$ cat src/rtl/payload_engine_sched.sv
// payload_engine_sched: per-packet sequencer for the payload_engine match array.
// Clears the engines at start of packet, feeds one registered byte per accepted
// beat, runs the End_state drain pulses, lets the engine flops settle, then
// presents one captured result record per packet on a valid/ready port.
// DRAIN_CYCLES must be at least 1.
module payload_engine_sched #(
  parameter int NUM_ENGINES  = 40,
  parameter int MAX_DEPTH    = 1460,
  parameter int DRAIN_CYCLES = 1,
  parameter int LEN_W        = 16
) (
  input  logic                   clk,
  input  logic                   resetn,
  // payload byte stream
  input  logic [7:0]             s_data,
  input  logic                   s_sop,
  input  logic                   s_eop,
  input  logic                   s_valid,
  output logic                   s_ready,
  // engine array control
  output logic [7:0]             eng_byte,
  output logic                   eng_gate,
  output logic                   eng_en,
  output logic                   eng_sod,
  input  logic [NUM_ENGINES-1:0] match_in,
  // result record
  output logic [NUM_ENGINES-1:0] m_match,
  output logic [LEN_W-1:0]       m_len,
  output logic                   m_trunc,
  output logic                   m_err,
  output logic                   m_valid,
  input  logic                   m_ready
);

  typedef enum logic [2:0] {
    IDLE,
    CLEAR,
    RUN,
    DRAIN,
    SETTLE,
    REPORT
  } state_t;

  localparam int                  DRAIN_W    = $clog2(DRAIN_CYCLES + 1);
  localparam logic [DRAIN_W-1:0]  DRAIN_LAST = DRAIN_W'(DRAIN_CYCLES);
  localparam logic [LEN_W-1:0]    DEPTH_LIM  = LEN_W'(MAX_DEPTH);

  state_t             state;
  logic [LEN_W-1:0]   byte_cnt;
  logic               trunc_flag;
  logic               err_flag;
  logic [DRAIN_W-1:0] drain_cnt;
  logic               beat;

  assign beat = s_valid & s_ready;

  // Sequencer FSM; every output is a flop so no input reaches an output combinationally.
  always_ff @(posedge clk) begin
    // NOTE: state and outputs use non-blocking assignments so every flop samples
    // pre-edge values regardless of statement order inside this block.
    if (!resetn) begin
      state      <= IDLE;
      s_ready    <= 1'b0;
      eng_byte   <= '0;
      eng_gate   <= 1'b0;
      eng_en     <= 1'b0;
      eng_sod    <= 1'b1;
      m_match    <= '0;
      m_len      <= '0;
      m_trunc    <= 1'b0;
      m_err      <= 1'b0;
      m_valid    <= 1'b0;
      byte_cnt   <= '0;
      trunc_flag <= 1'b0;
      err_flag   <= 1'b0;
      drain_cnt  <= '0;
    end else begin
      case (state)
        IDLE: begin
          eng_sod  <= 1'b0;
          eng_en   <= 1'b0;
          eng_gate <= 1'b0;
          if (s_ready) begin
            // A non-sop beat was offered last cycle; it is consumed and dropped now.
            s_ready <= 1'b0;
          end else if (s_valid && s_sop) begin
            // Leave the sop beat pending; RUN accepts it as byte one.
            eng_sod <= 1'b1;
            state   <= CLEAR;
          end else if (s_valid) begin
            s_ready <= 1'b1;
          end
        end

        CLEAR: begin
          eng_sod    <= 1'b0;
          byte_cnt   <= '0;
          trunc_flag <= 1'b0;
          err_flag   <= 1'b0;
          s_ready    <= 1'b1;
          state      <= RUN;
        end

        RUN: begin
          eng_en   <= 1'b0;
          eng_gate <= 1'b0;
          if (beat) begin
            eng_byte <= s_data;
            eng_gate <= 1'b1;
            // Bytes past the match depth are consumed but never step the engines.
            eng_en   <= (byte_cnt < DEPTH_LIM);
            if (byte_cnt >= DEPTH_LIM) trunc_flag <= 1'b1;
            if (byte_cnt != '1) byte_cnt <= byte_cnt + 1'b1;
            if (s_sop && (byte_cnt != '0)) err_flag <= 1'b1;
            if (s_eop) begin
              s_ready   <= 1'b0;
              drain_cnt <= '0;
              state     <= DRAIN;
            end
          end
        end

        DRAIN: begin
          // The first DRAIN cycle still shows the final byte on the engine port;
          // the following DRAIN_CYCLES cycles carry ungated step pulses.
          eng_gate <= 1'b0;
          if (drain_cnt == DRAIN_LAST) begin
            eng_en <= 1'b0;
            state  <= SETTLE;
          end else begin
            eng_en    <= 1'b1;
            drain_cnt <= drain_cnt + 1'b1;
          end
        end

        SETTLE: begin
          // Engines have taken their last step; capture the sticky match vector.
          m_match <= match_in;
          m_len   <= byte_cnt;
          m_trunc <= trunc_flag;
          m_err   <= err_flag;
          m_valid <= 1'b1;
          state   <= REPORT;
        end

        REPORT: begin
          if (m_ready) begin
            m_valid <= 1'b0;
            state   <= IDLE;
          end
        end

        default: state <= IDLE;
      endcase
    end
  end

endmodule

$ cat config.mk
export PLATFORM = sky130hd
export DESIGN_NAME = payload_engine_sched
export DESIGN_NICKNAME = d
export VERILOG_FILES = /design/src/rtl/payload_engine_sched.sv
export SDC_FILE = /design/constraint.sdc
export NUM_CORES = 1
export LEC_CHECK = 0
export ABC_AREA = 1
export CAP_MARGIN = 15
export CORE_MARGIN = 8
export CORE_UTILIZATION = 40
export DETAILED_ROUTE_END_ITERATION = 7
export GPL_ROUTABILITY_DRIVEN = 0
export PLACE_DENSITY = 0.71
export SLEW_MARGIN = 20
export SYNTH_ARGS = -nofsm -noshare
export SYNTH_HDL_FRONTEND = slang
export SYNTH_SLANG_ARGS = --single-unit
$ cat constraint.sdc
create_clock -name clk -period 2.5 [get_ports clk]
set_input_delay 0.5 -clock clk [delete_from_list [all_inputs] [get_ports clk]]
set_output_delay 0.5 -clock clk [all_outputs]
set_load 0.03 [all_outputs]
### Word level (Yosys, flattened, before mapping)

Index checks and enable logic that the tools add are counted.

| storage, ports and cells | value |
|---|---|
| bits in registers | 93 |
| latch bits | 0 |
| bits in writable memories | 0 |
| memory bits (read-only) | 0 |
| input bits | 54 |
| word-level logic and storage cells | 89 |
| memories | 0 |

| cells by class | value |
|---|---|
| add/subtract/negate cells | 2 |
| multipliers | 0 |
| div/mod/pow operators | 0 |
| order comparisons | 2 |
| eq/ne operators | 15 |
| shifts and indexed selects | 0 |
| mux-type cells | 34 |
| bitwise operators | 1 |
| reductions and logical operators | 20 |

Operators by type and width:

| kind | number |
|---|---|
| 16-bit two-way mux | 2 |
| 16-bit case mux with 2 select lines | 1 |
| 3-bit two-way mux | 6 |
| 2-bit != test (second input constant) | 9 |
| 3-bit case mux with 6 select lines | 1 |
| 16-bit by 1-bit adder with 16-bit output (second input constant) | 1 |
| 16-bit by 11-bit >= comparator with 1-bit output (second input constant) | 1 |
| 16-bit by 11-bit < comparator with 1-bit output (second input constant) | 1 |
| 1-bit two-way mux | 16 |
| 16-bit != test (second input constant) | 1 |
| 16-bit nonzero test | 1 |
| 3-bit AND reduction | 5 |
| 1-bit case mux with 2 select lines | 6 |
| 2-bit nonzero test | 5 |
| 3-bit by 2-bit == test with 1-bit output (second input constant) | 2 |
| 3-bit == test (second input constant) | 2 |
| 1-bit case mux with 3 select lines | 2 |
| 6-bit AND reduction | 1 |
| 3-bit nonzero test | 2 |
| 2-bit AND reduction | 2 |
| 3-bit by 1-bit == test with 1-bit output (second input constant) | 1 |
| 3-bit zero test | 1 |
| 1-bit logical AND | 2 |
| 2-bit OR reduction | 1 |
| 2 further kinds | 2 |

### Longest topological paths before layout

| logic depth | value |
|---|---|
| depth in word-level cells | 5 |
| gate-level depth with buffers | 10 |
| mapped depth without buffers | 10 |

### Worst setup path before layout

Ideal clock, no wire load.

| path | value |
|---|---|
| path type | reg-to-reg |
| from | register byte_cnt[0] |
| to | register byte_cnt[1] |
| setup time | 0.134 ns |
| data arrival time | 1.349 ns |
| setup slack | 1.017 ns |
| stages on the path, launching flop included | 10 |
| path buffers | 1 |
| period minus slack after synthesis | 1.483 ns |
| path through | dfxtp_1 -> ha_1 -> nand3_1 -> nor2_2 -> nand3_1 -> nor2_2 -> nor2_4 -> buf_6 -> o21ai_1 -> nor2_1 |

| between the ends | value |
|---|---|
| word-level cells in the longest chain between the ends | 4 |
| elaborated cells on any way between the ends | 7 |
| classes of those cells | add/sub: 1; eq/ne: 2; mux: 3; reduce/logical: 1 |

Ends and longest elaborated chain:

| element | line | RTL |
|---|---|---|
| from (decl) | 49 | `logic [LEN_W-1:0] byte_cnt;` |
| from (signal assigned) | 113 | `if (byte_cnt != '1) byte_cnt <= byte_cnt + 1'b1;` |
| 16-bit by 1-bit adder with 16-bit output | 113 |  |
| 16-bit two-way mux | 113 |  |
| 16-bit two-way mux | 107 | `if (beat) begin` |
| 16-bit case mux with 2 select lines | 78 | `case (state)` |

Several ways; a longest one is shown, not always the timed one. The select of a mux whose other input is x is not followed.
A chain may end at the register's enable or synchronous reset.

### Worst setup path after layout

| path | value |
|---|---|
| from | register m_trunc |
| to | output m_trunc |

RTL lines:

| element | line | RTL |
|---|---|---|
| from (decl) | 29 | `output logic m_trunc,` |
| from (signal assigned) | 140 | `m_trunc <= trunc_flag;` |

No word-level cell between the ends.

==> metrics.cfg <==
[clock_tree]
holdBufCountCts = 0
path_clk_slew_ns = 0.10
clockRootBuffer = clkbuf_8
cts.sinks = 93
htreeDepth = 3
cts_buffer_depth = 2
post_cts_buffers = 0
cts_tree = yes
clkLatencyLatePin_ns = 0.36
cts_buffers = 9
cts_resized = 0

[timing]
slew_headroom_pct = 58.9
min_period_ns = 1.91
grt_setup_unrepaired = no
maxSlewViolCount = 0
setup_viol = 0
fin_skew_ns = 0.00975
layout_setup_ws_ns = 0.589
setup_tns_ns = 0
finalHoldViolCount = 0
min_period_over_period_pct = 76.4
fmax_mhz = 523
worstMarginPinSlew_ns = 0.617

[final_layout]
nNetsFinal = 717
multi_input_area_um2 = 1800
insertedDiodeCount = 0
postLayoutCellArea_um2 = 5470
syn_to_final_growth_pct = 39.7
nFillCells = 924
regArea_um2 = 1860
final_cells = 799
drive_gt1_share_pct = 7.21

[floorplanning]
die_h_um = 115
rows = 36
io_pins = 125
dieArea_um2 = 13200
core_area_um2 = 9640
fp.dieW_um = 115
start_util_pct = 40.6

[placement]
port_buffers = 124
dp_hpwl_um = 8210
place_area_um2 = 5250
pre_cts_slack_ns = 0.555
place_inst = 783

[outcome]
run_status = finished, final reports clean

[synthesis]
synth_edf_count = 0
synth_warnings = 0
synth_area_leaders = dfxtp_1 48%, nor2_1 14%, o21ai_0 9.5%
async_flop_share_pct = 0
synth_top_area_cell = dfxtp_1
ys_ff_latch = 93
synth_top_area_share_pct = 47.6
synth_common_cells = 147 x nor2_1, 93 x dfxtp_1, 76 x nand2_1, 74 x o21ai_0, 33 x inv_1
yosysSeqAreaShare_pct = 47.6
synthDistinctLibCells = 30
synth_most_common_cell = nor2_1
synth_cells = 547
synth_ff_type = dfxtp_1
synth.avg_cell_area_um2 = 7.15
netlist_area_um2 = 3910
synth_fp_nets = 603

[hold_path]
hold_path.class = flop to flop

[worst_setup_path]
critical_path.top_delay_family = buffers and inverters
crit_buf_inv = 1
worst_ep_required_time_ns = 2.00
path_max_fanout = 2
critPathKind = flop to output port
crit_chain = clkdlybuf4s50_1
slowest_stage = clkdlybuf4s50_1
cp_data_arrival_time_ns = 1.41
max_stage_delay_ns = 0.71
critPathCaptureType = output port
worst_setup_path_start_kind = flop

[global_routing]
grt.total_usage_pct = 17.7
grt_pass1_wl_um = 19100
overflow = 0
grt_pass1_vias = 3844
grt_max_degree = 75
antenna_found_initial = 0

[drt]
dr.pass1.iters = 5
drc = 0
wl_per_cell_um = 14.4
postRouteAntennaNets = 0
wirelength_um = 11500
vias = 3906
drt_first_iter_violations = 225
viasPerCell = 4.89

[power]
power.density_nw_per_um2 = 970
ir_worst_vdd_v = 0.000499
total_power_mw = 5.30
power.static_leakage_nw = 2.17

[job]
drv_cap = 0

-- final timing paths --
check                           slack (ns)                     start  depth (start not counted)                        to
worst min-delay path                  0.46   trunc_flag$_SDFFE_PN0P_                          2      m_trunc$_SDFFE_PN0P_
worst min register to register        0.46   trunc_flag$_SDFFE_PN0P_                          2      m_trunc$_SDFFE_PN0P_
worst max register to register        0.73  byte_cnt[0]$_SDFFE_PN0P_                          8  byte_cnt[1]$_SDFFE_PN0P_
worst max-delay path                  0.59      m_trunc$_SDFFE_PN0P_                          1                   m_trunc
-- layout make-up --
cell class / instances / area share [%]
flip-flops and latches: 93 / 34.1
inverters: 39 / 2.68
multi-input cells: 389 / 32.9
clock buffers: 10 / 2.33
clock inverters: 6 / 1.72
well taps: 133 / 3.04
repair buffers: 129 / 23.3
-- per-stage QoR --
step                      hold slack [ns]  util, %
final                               0.463     56.7
after global placement              0.441     54.4
after global routing                0.499     56.7
after detailed placement            0.448     54.4
after floorplan                     0.427        -
after CTS                           0.464     56.7
-- registers in the layout (all words and copies together), names as in the netlist --
register	count
m_match	40
byte_cnt	16
m_len	16
eng_byte	8
state	3
drain_cnt	1
eng_en	1
eng_gate	1
eng_sod	1
err_flag	1
m_err	1
m_trunc	1
m_valid	1
s_ready	1
trunc_flag	1
-- kinds of logic (layout without fill, tap and decap cells) --
logic type | Yosys count | in the layout | synth area share, %
AND/OR/NAND/NOR | 274 | 274 | 29.8
AO/OA/AOI/OAI | 112 | 112 | 15.1
flip-flops | 93 | 93 | 47.6
buffers and inverters | 65 | 184 | 6.71
adder cells (fa/ha/maj) | 2 | 2 | 0.639
XOR/XNOR | 1 | 1 | 0.224
-- tightest hold or removal path, delay by kind of cell (launching register included) --
family / cells / cell delay (ns)
DFF: 1 / 0.31
buffers and inverters: 1 / 0.06
AOI/OAI and AO/OA: 1 / 0.06
-- placed cells by master (no fill, tap or decap), drive strengths merged --
| cell type | instances |
|---|---|
| a21oi | 31 |
| a31oi | 1 |
| and2 | 1 |
| buf | 6 |
| bufinv | 2 |
| clkbuf | 10 |
| clkdlybuf4s50 | 123 |
| clkinv | 2 |
| clkinvlp | 1 |
| dfxtp | 93 |
| ha | 2 |
| inv | 40 |
| nand2 | 82 |
| nand3 | 26 |
| nand4 | 5 |
| nor2 | 153 |
| nor3 | 5 |
| nor3b | 1 |
| nor4 | 1 |
| o21ai | 78 |
| o31ai | 2 |
| xor2 | 1 |
-- layer usage --
metal	vias up	routed length (um)	global-route usage [%]
li1	1981	-	-
met3	13	1180	7.41
met5	-	0	0
met2	130	5430	28.6
met4	0	136	5.52
met1	1782	4780	20.9
-- power breakdown --
| part | switching (mW) | internal (mW) |
|---|---|---|
| logic | 1.36 | 0.812 |
| clock network | 0.553 | 0.573 |
| registers | 0.187 | 1.82 |
| total | 2.10 | 3.20 |
Power figures use the tool's default switching activity.
